**src/rtl/led_fade_if.sv**
```systemverilog
// Pin-side bundle of the LED fade driver: flow-stage targets in, PWM drive and busy out.
interface led_fade_if;
  logic [1:0] led_in;
  logic [1:0] pwm_out;
  logic       busy;

  modport master (output led_in, input pwm_out, input busy);
  modport slave  (input led_in, output pwm_out, output busy);
endinterface

```
**src/rtl/led_fade_driver.sv**
```systemverilog
// Two-channel LED fader: each on/off target becomes a linear brightness ramp on a shared PWM.
// Optional LED_FADE_GAMMA_EN maps level to a squared duty for a perceptually linear fade.
//
// state | meaning
// OFF   | level 0, waiting for target on
// RISE  | level climbs one LSB per step_tick
// ON    | level MAX, waiting for target off
// FALL  | level drops one LSB per step_tick
module led_fade_driver #(
  parameter int PWM_W    = 8,
  parameter int STEP_DIV = 4
) (
  input logic       clk,
  input logic       rst,
  led_fade_if.slave bus
);
  localparam logic [PWM_W-1:0] MAX       = {PWM_W{1'b1}};
  localparam logic [PWM_W-1:0] ONE       = PWM_W'(1);
  localparam int               SW        = (STEP_DIV > 1) ? $clog2(STEP_DIV) : 1;
  localparam logic [SW-1:0]    STEP_LAST = SW'(STEP_DIV - 1);

  typedef enum logic [1:0] {S_OFF, S_RISE, S_ON, S_FALL} state_t;

  logic [PWM_W-1:0] pwm_cnt;
  logic [SW-1:0]    step_cnt;
  logic             period_end;
  logic             step_tick;
  state_t           state [2];
  logic [PWM_W-1:0] level [2];
  logic [PWM_W-1:0] duty  [2];
  logic [1:0]       pwm_q;

  assign period_end = (pwm_cnt == MAX - ONE);
  assign step_tick  = period_end && (step_cnt == STEP_LAST);

  always_ff @(posedge clk or posedge rst) begin
    if (rst) begin
      pwm_cnt  <= '0;
      step_cnt <= '0;
    end else begin
      pwm_cnt <= period_end ? '0 : pwm_cnt + ONE;
      if (period_end)
        step_cnt <= (step_cnt == STEP_LAST) ? '0 : step_cnt + SW'(1);
    end
  end

`ifdef LED_FADE_GAMMA_EN
  logic [2*PWM_W-1:0] sq [2];
  always_comb begin
    for (int i = 0; i < 2; i++) begin
      sq[i]   = {{PWM_W{1'b0}}, level[i]} * ({{PWM_W{1'b0}}, level[i]} + (2*PWM_W)'(1));
      duty[i] = sq[i][2*PWM_W-1:PWM_W];
    end
  end
`else
  assign duty[0] = level[0];
  assign duty[1] = level[1];
`endif

  // A direction change takes priority over a coinciding step_tick, so reversals never jump.
  always_ff @(posedge clk or posedge rst) begin
    if (rst) begin
      for (int i = 0; i < 2; i++) begin
        state[i] <= S_OFF;
        level[i] <= '0;
      end
      pwm_q <= '0;
    end else begin
      for (int i = 0; i < 2; i++) begin
        pwm_q[i] <= (pwm_cnt < duty[i]);
        case (state[i])
          S_OFF: if (bus.led_in[i]) state[i] <= S_RISE;
          S_RISE: begin
            if (!bus.led_in[i]) state[i] <= S_FALL;
            else if (step_tick) begin
              level[i] <= level[i] + ONE;
              if (level[i] == MAX - ONE) state[i] <= S_ON;
            end
          end
          S_ON: if (!bus.led_in[i]) state[i] <= S_FALL;
          S_FALL: begin
            if (bus.led_in[i]) state[i] <= S_RISE;
            else if (step_tick) begin
              level[i] <= level[i] - ONE;
              if (level[i] == ONE) state[i] <= S_OFF;
            end
          end
          default: state[i] <= S_OFF;
        endcase
      end
    end
  end

  assign bus.pwm_out = pwm_q;
  assign bus.busy    = (state[0] == S_RISE) || (state[0] == S_FALL) ||
                       (state[1] == S_RISE) || (state[1] == S_FALL);
endmodule

```
**src/flat_wrapper.sv**
```systemverilog
// flat-port wrapper written by rule: the top's interface ports become plain ports
module led_fade_driver_flat 
#(
  parameter int PWM_W    = 8,
  parameter int STEP_DIV = 4
)
  (clk, rst, bus_led_in, bus_pwm_out, bus_busy);
  led_fade_if bus_i ();
  input logic clk;
  input logic rst;
  input wire logic [$bits(bus_i.led_in)-1:0] bus_led_in;
  output wire logic [$bits(bus_i.pwm_out)-1:0] bus_pwm_out;
  output wire logic [$bits(bus_i.busy)-1:0] bus_busy;
  assign bus_i.led_in = bus_led_in;
  assign bus_pwm_out = bus_i.pwm_out;
  assign bus_busy = bus_i.busy;
  led_fade_driver #(.PWM_W(PWM_W), .STEP_DIV(STEP_DIV)) u_core (.clk(clk), .rst(rst), .bus(bus_i));
endmodule
```
**config.mk**
```make
export PLATFORM = sky130hd
export DESIGN_NAME = led_fade_driver_flat
export DESIGN_NICKNAME = d
export VERILOG_FILES = /design/src/rtl/led_fade_if.sv /design/src/rtl/led_fade_driver.sv /design/src/flat_wrapper.sv
export SDC_FILE = /design/constraint.sdc
export NUM_CORES = 1
export LEC_CHECK = 0
export CAP_MARGIN = 20
export CORE_MARGIN = 1
export CORE_UTILIZATION = 45
export DETAILED_ROUTE_END_ITERATION = 10
export PLACE_DENSITY_LB_ADDON = 0.05
export SKIP_CTS_REPAIR_TIMING = 1
export SYNTH_ARGS = -nofsm -noshare
export SYNTH_HDL_FRONTEND = slang
export SYNTH_SLANG_ARGS = --single-unit
```
**constraint.sdc**
```tcl
create_clock -name clk -period 3.2 [get_ports clk]
set_input_delay 0.64 -clock clk [delete_from_list [all_inputs] [get_ports clk]]
set_output_delay 0.64 -clock clk [all_outputs]
set_load 0.005 [all_outputs]
```
; ---- Word level (Yosys, flattened, before mapping)
; Index checks and enable logic that the tools add are counted.
[word_totals]
out_inout_bits = 3
ram_bits = 0
elab_cells = 89
n_memories = 0
in_bits = 4
rom_bits = 0
latch_bits = 0
regBits = 32
[op_classes]
n_reduce_logical = 12
div_mod_pow = 0
mul = 0
shifts = 0
n_bitwise = 0
mux = 30
add_sub_neg = 6
n_lt_le_gt_ge = 2
eq_ne = 32
[ops]
columns = operator, count
row1 = 8-bit two-way mux, 9
row2 = 2-bit two-way mux, 17
row3 = 8-bit case mux with 2 select lines, 2
row4 = "8-bit by 1-bit adder with 8-bit output, second input constant", 3
row5 = "8-bit equality test, second input constant", 3
row6 = "3-bit by 2-bit inequality test with 1-bit output, second input constant", 8
row7 = "8-bit by 1-bit equality test with 1-bit output, second input constant", 2
row8 = 8-bit less-than comparator, 2
row9 = "2-bit inequality test, second input constant", 8
row10 = 2-bit case mux with 4 select lines, 2
row11 = "8-bit by 1-bit subtractor with 8-bit output, second input constant", 2
row12 = 6-bit AND reduction, 2
row13 = "2-bit equality test, second input constant", 5
row14 = 5-bit AND reduction, 2
row15 = "2-bit by 1-bit inequality test with 1-bit output, second input constant", 4
row16 = "2-bit by 1-bit equality test with 1-bit output, second input constant", 2
row17 = 2-bit zero test, 2
row18 = 2-bit nonzero test, 2
row19 = 1-bit logical OR, 3
row20 = "2-bit by 1-bit adder with 2-bit output, second input constant", 1
row21 = 1-bit logical AND, 1

; ---- Logic depth before layout (Yosys ltp)
[logic_depth]
depth_word = 5
mapped_depth = 8
depth_no_buf = 7

; ---- Worst setup path after synthesis
; No wires, ideal clock.
[synth_timing]
path_kind = reg-to-reg
start = register u_core.pwm_cnt[0]
end = register u_core.state[1] in the netlist's numbering
t_arrival_ps = 2030
setup_time_ps = 128
setup_slack_ps = 1043
path_stages_with_launch = 9
required_ps = 3072
period_less_slack_ps = 2157
n_path_buf = 1
cell_sequence = dfrtp_1 inv_1 ha_1 nand2_1 or3_1 buf_2 o311ai_0 and3_1 mux2_1
[synth_via]
elab_chain_cells = 4
elab_cells_between_ends = 5
classes_between = eq/ne: 3 / reduce/logical: 2
[synth_rtl]
columns = item, line
row1 = "start, declared", led_fade_driver.sv:24  ; logic [PWM_W-1:0] pwm_cnt;
row2 = "start signal, assigned", led_fade_driver.sv:41  ; pwm_cnt <= period_end ? '0 : pwm_cnt + ONE;
row3 = 8-bit equality test *, led_fade_driver.sv:33  ; assign period_end = (pwm_cnt == MAX - ONE);
row4 = 1-bit logical AND *, led_fade_driver.sv:34  ; assign step_tick = period_end && (step_cnt == STEP_LAST);
row5 = 3-bit by 2-bit inequality test with 1-bit output (no line), --
row6 = 6-bit AND reduction (no line) *, --
row7 = "end signal, assigned by index", led_fade_driver.sv:64  ; state[i] <= S_OFF;
row8 = "end signal, assigned by index", led_fade_driver.sv:72  ; S_OFF: if (bus.led_in[i]) state[i] <= S_RISE;
row9 = "end signal, assigned by index", led_fade_driver.sv:74  ; if (!bus.led_in[i]) state[i] <= S_FALL;
row10 = "end, declared", led_fade_driver.sv:28  ; state_t state [2];
; Mark *: on every way between the ends. The rest lies on a longest branch, timed or not.
; A chain may end at the register's enable or synchronous reset.

; ---- Worst setup path in the final report
[layout_timing]
start = register u_core.state[0] in the netlist's numbering
end = output port bus_busy
[layout_via]
elab_chain_cells = 3
elab_cells_between_ends = 4
classes_between = eq/ne: 2 / reduce/logical: 2
[layout_rtl]
columns = item, line
row1 = 2-bit by 1-bit equality test with 1-bit output, led_fade_driver.sv:96  ; (state[1] == S_RISE) || (state[1] == S_FALL);
row2 = 1-bit logical OR, led_fade_driver.sv:95  ; assign bus.busy = (state[0] == S_RISE) || (state[0] == S_FALL) ||
row3 = 1-bit logical OR *, led_fade_driver.sv:96
row4 = "end, declared", flat_wrapper.sv:13  ; output wire logic [$bits(bus_i.busy)-1:0] bus_busy;
; Marked as above.

==> summary.txt <==
Routed wire length: 4.05 mm
Cells after synthesis: 236
Worst slew pin tran: 0.534 ns
WP buf/inv: 1
Port bufs: 6
Fill count: 464
IR drop worst, VDD: 0.190 mV
NetSw: 0.349 mW
Routed Antenna Nets: 0
Max-cap violations: 0
Antenna violations before repair: 0
First-pass GRT wire length: 7.06 mm
Fin Hold WS: 0.471 ns
CP max stage delay: 0.54 ns
PD cells: 454 nW/um^2
Final Hold Fails: 0
Root buf cell: clkbuf_8
Largest net degree at the start of global routing: 33
Die ar.: 5230 sq um
Clk sinks: 32
Sequential share of power: 41.2%
Netlist cell types: 40
Vias in the first global route: 1,525
Max-slew violation count: 0
Final setup violation count: 0
# nets final: 285
Clk_lat worst skew: 0.27 ns
Internal: 0.765 mW
Syn_nets: 274
Number of synthesized flops with an enable pin: 0
Critical path class: reg -> out
Core area: 4750 sq um
Mapped Area: 2230 sq um
Ant. Diodes: 0
Max-slew headroom: 64.3%
Fin crit period: 2.64 ns
Grt total ovfl: 0
Pleak: 1.12 nW
Comb power frac: 30.6%
Fmax: 0.379 GHz
CTS Buf Count: 5
Overall power: 1.11 mW
Post-Syn Area per Cell: 9.43 sq um
CP delay by family, top: simple AND/OR/NAND/NOR gates
Register area: 801 sq um
Commonest register cell after synthesis: dfrtp_1
CP max FO: 10
Die Y-Extent: 72.3 microns
Min-delay worst type: reg -> reg
Final period util: 82.4%
DR iter-0 viols: 48
Layout Skew: 0.00383 ns
Die width: 72.3 microns
Switch share: 31.3%
Routability congestion estimate: 0.785
Detail Placement HPWL: 3.05 mm
Multi-input gate area: 1320 sq um
Clock power frac: 28.1%
Crit-path cells: ha_1, or4_1, clkdlybuf4s50_1
Slowest stage cell, crit path: or4_1
Layout cells sized above 1: 4.84%
Yosys Warn Count: 0
CTS tree: done
Via-per-instance ratio: 4.96
I/O pin total: 7
Final TNS setup: 0 ns
Crit path launch type: flip-flop
Sequential fraction of the synthesis area: 36.0%
Row count: 25
Outcome: finished, final reports clean
RSZ-0062 raised after global routing: false
Synthesis-to-layout area growth: 10.2%
Synthesis-stage register bit count: 32
# H-tree levels: 2
# DRC: 0
Detailed Routing Iterations Pass 1: 4
Critical Path RT: 2.56 ns
Asr flop ratio synth: 100%
Total vias in the final route: 1,561
Setup crit end kind: output pin
Starting Density: 46.8%
GRT Total Usage: 17.7%
Avg WL per Cell: 12.9 microns
CP arrival: 2.00 ns
Worst-path clk slew: 0.06 ns
CTS max path bufs: 2
Yosys cell counts (2+ instances only):
cell       n  area share, %
a21boi_0   2           0.67
a21o_1     2           0.67
a21oi_1    5            1.1
a22o_1     2           0.79
a311oi_1   2           0.79
and3_1     5            1.4
buf_2      2           0.45
dfrtp_1   32             36
ha_1      34             19
inv_1     24            4.0
mux2_1     3            1.5
mux2_2     2            1.0
mux2i_1    4            1.8
nand2_1   22            3.7
nand2b_1   2           0.56
nand3_1    8            1.8
nand4_1    3           0.84
nor2_1    18            3.0
nor3_1     5            1.1
nor4_1     4            1.1
o21ai_0   14            3.1
or3_1      3           0.84
or4_1      3            1.0
xnor2_1   16            6.3
xor2_1     4            1.6
final cells by class:
cell class | instances | area share (%)
Inverter | 24 | 3.67
Sequential cell | 32 | 32.6
Tap cell | 67 | 3.42
Multi-Input combinational cell | 177 | 53.9
Clock buffer | 8 | 3.67
Timing Repair Buffer | 7 | 2.75
state kept, by name, summed over array words and instances, names as in the netlist:
name	flops
u_core.duty	16
u_core.pwm_cnt	8
u_core.state	4
u_core.bus.pwm_out	2
u_core.step_cnt	2
cells in the final DEF (no fill, tap or decap), types with 5 or more instances in the layout:
cell type / count
clkbuf_8: 6
inv_1: 24
clkdlybuf4s50_1: 6
dfrtp_1: 32
ha_1: 34
and3_1: 5
nand2_1: 22
xnor2_1: 16
a21oi_1: 5
o21ai_0: 14
nor3_1: 5
nand3_1: 8
nor2_1: 18
power groups by stage:
| stage | Sequential, mW | Combinational (mW) | Clock (mW) |
|---|---|---|---|
| global route | 0.463 | 0.390 | 0.347 |
| floorplan | 0.461 | 0.261 | 0 |
| finish | 0.460 | 0.342 | 0.314 |
| global placement | 0.465 | 0.349 | 0 |
| detailed placement | 0.466 | 0.345 | 0 |
| CTS | 0.459 | 0.346 | 0.327 |
final timing paths:
check                                                  from                     endpoint  slack [ns]  depth (start not counted)
worst max-delay path            u_core.state[0]$_DFFE_PP0P_                     bus_busy        0.56                          3
worst min-delay path            u_core.duty[13]$_DFFE_PP0P_  u_core.duty[13]$_DFFE_PP0P_        0.47                          1
worst max register to register  u_core.pwm_cnt[0]$_DFF_PP0_  u_core.state[1]$_DFFE_PP0P_        0.81                          7
worst min register to register  u_core.duty[13]$_DFFE_PP0P_  u_core.duty[13]$_DFFE_PP0P_        0.47                          1
max in group asynchronous                               rst  u_core.duty[13]$_DFFE_PP0P_        2.15                          3
min in group asynchronous                               rst  u_core.state[2]$_DFFE_PP0P_        0.75                          3
metrics by stage:
step / setup WS (ns) / cells / instance area (sq um) / util [%]
2_1_floorplan: 1.04 / 236 / 2230 / -
5_1_grt: 0.467 / 315 / 2450 / 51.6
3_5_place_dp: 0.808 / 307 / 2360 / 49.7
6_report: 0.562 / 315 / 2450 / 51.6
4_1_cts: 0.549 / 315 / 2450 / 51.6
3_3_place_gp: 0.776 / 307 / 2360 / 49.7
kinds of logic after synthesis:
logic type      share of synthesized area (%)
xor+xnor                                 7.87
flops                                    36.0
fa+ha+maj                                19.1
mux                                      4.33
simple gates                             16.8
buf+inv                                  4.67
compound gates                           11.2
per-layer routing:
metal	global-route usage (%)	wire, microns	vias to the layer above
li1	-	-	838
met1	25.0	2210	707
met2	26.8	1710	12
met3	5.00	106	4
met4	3.92	27	0
met5	0	0	-
(Power assumes the default switching activity.)
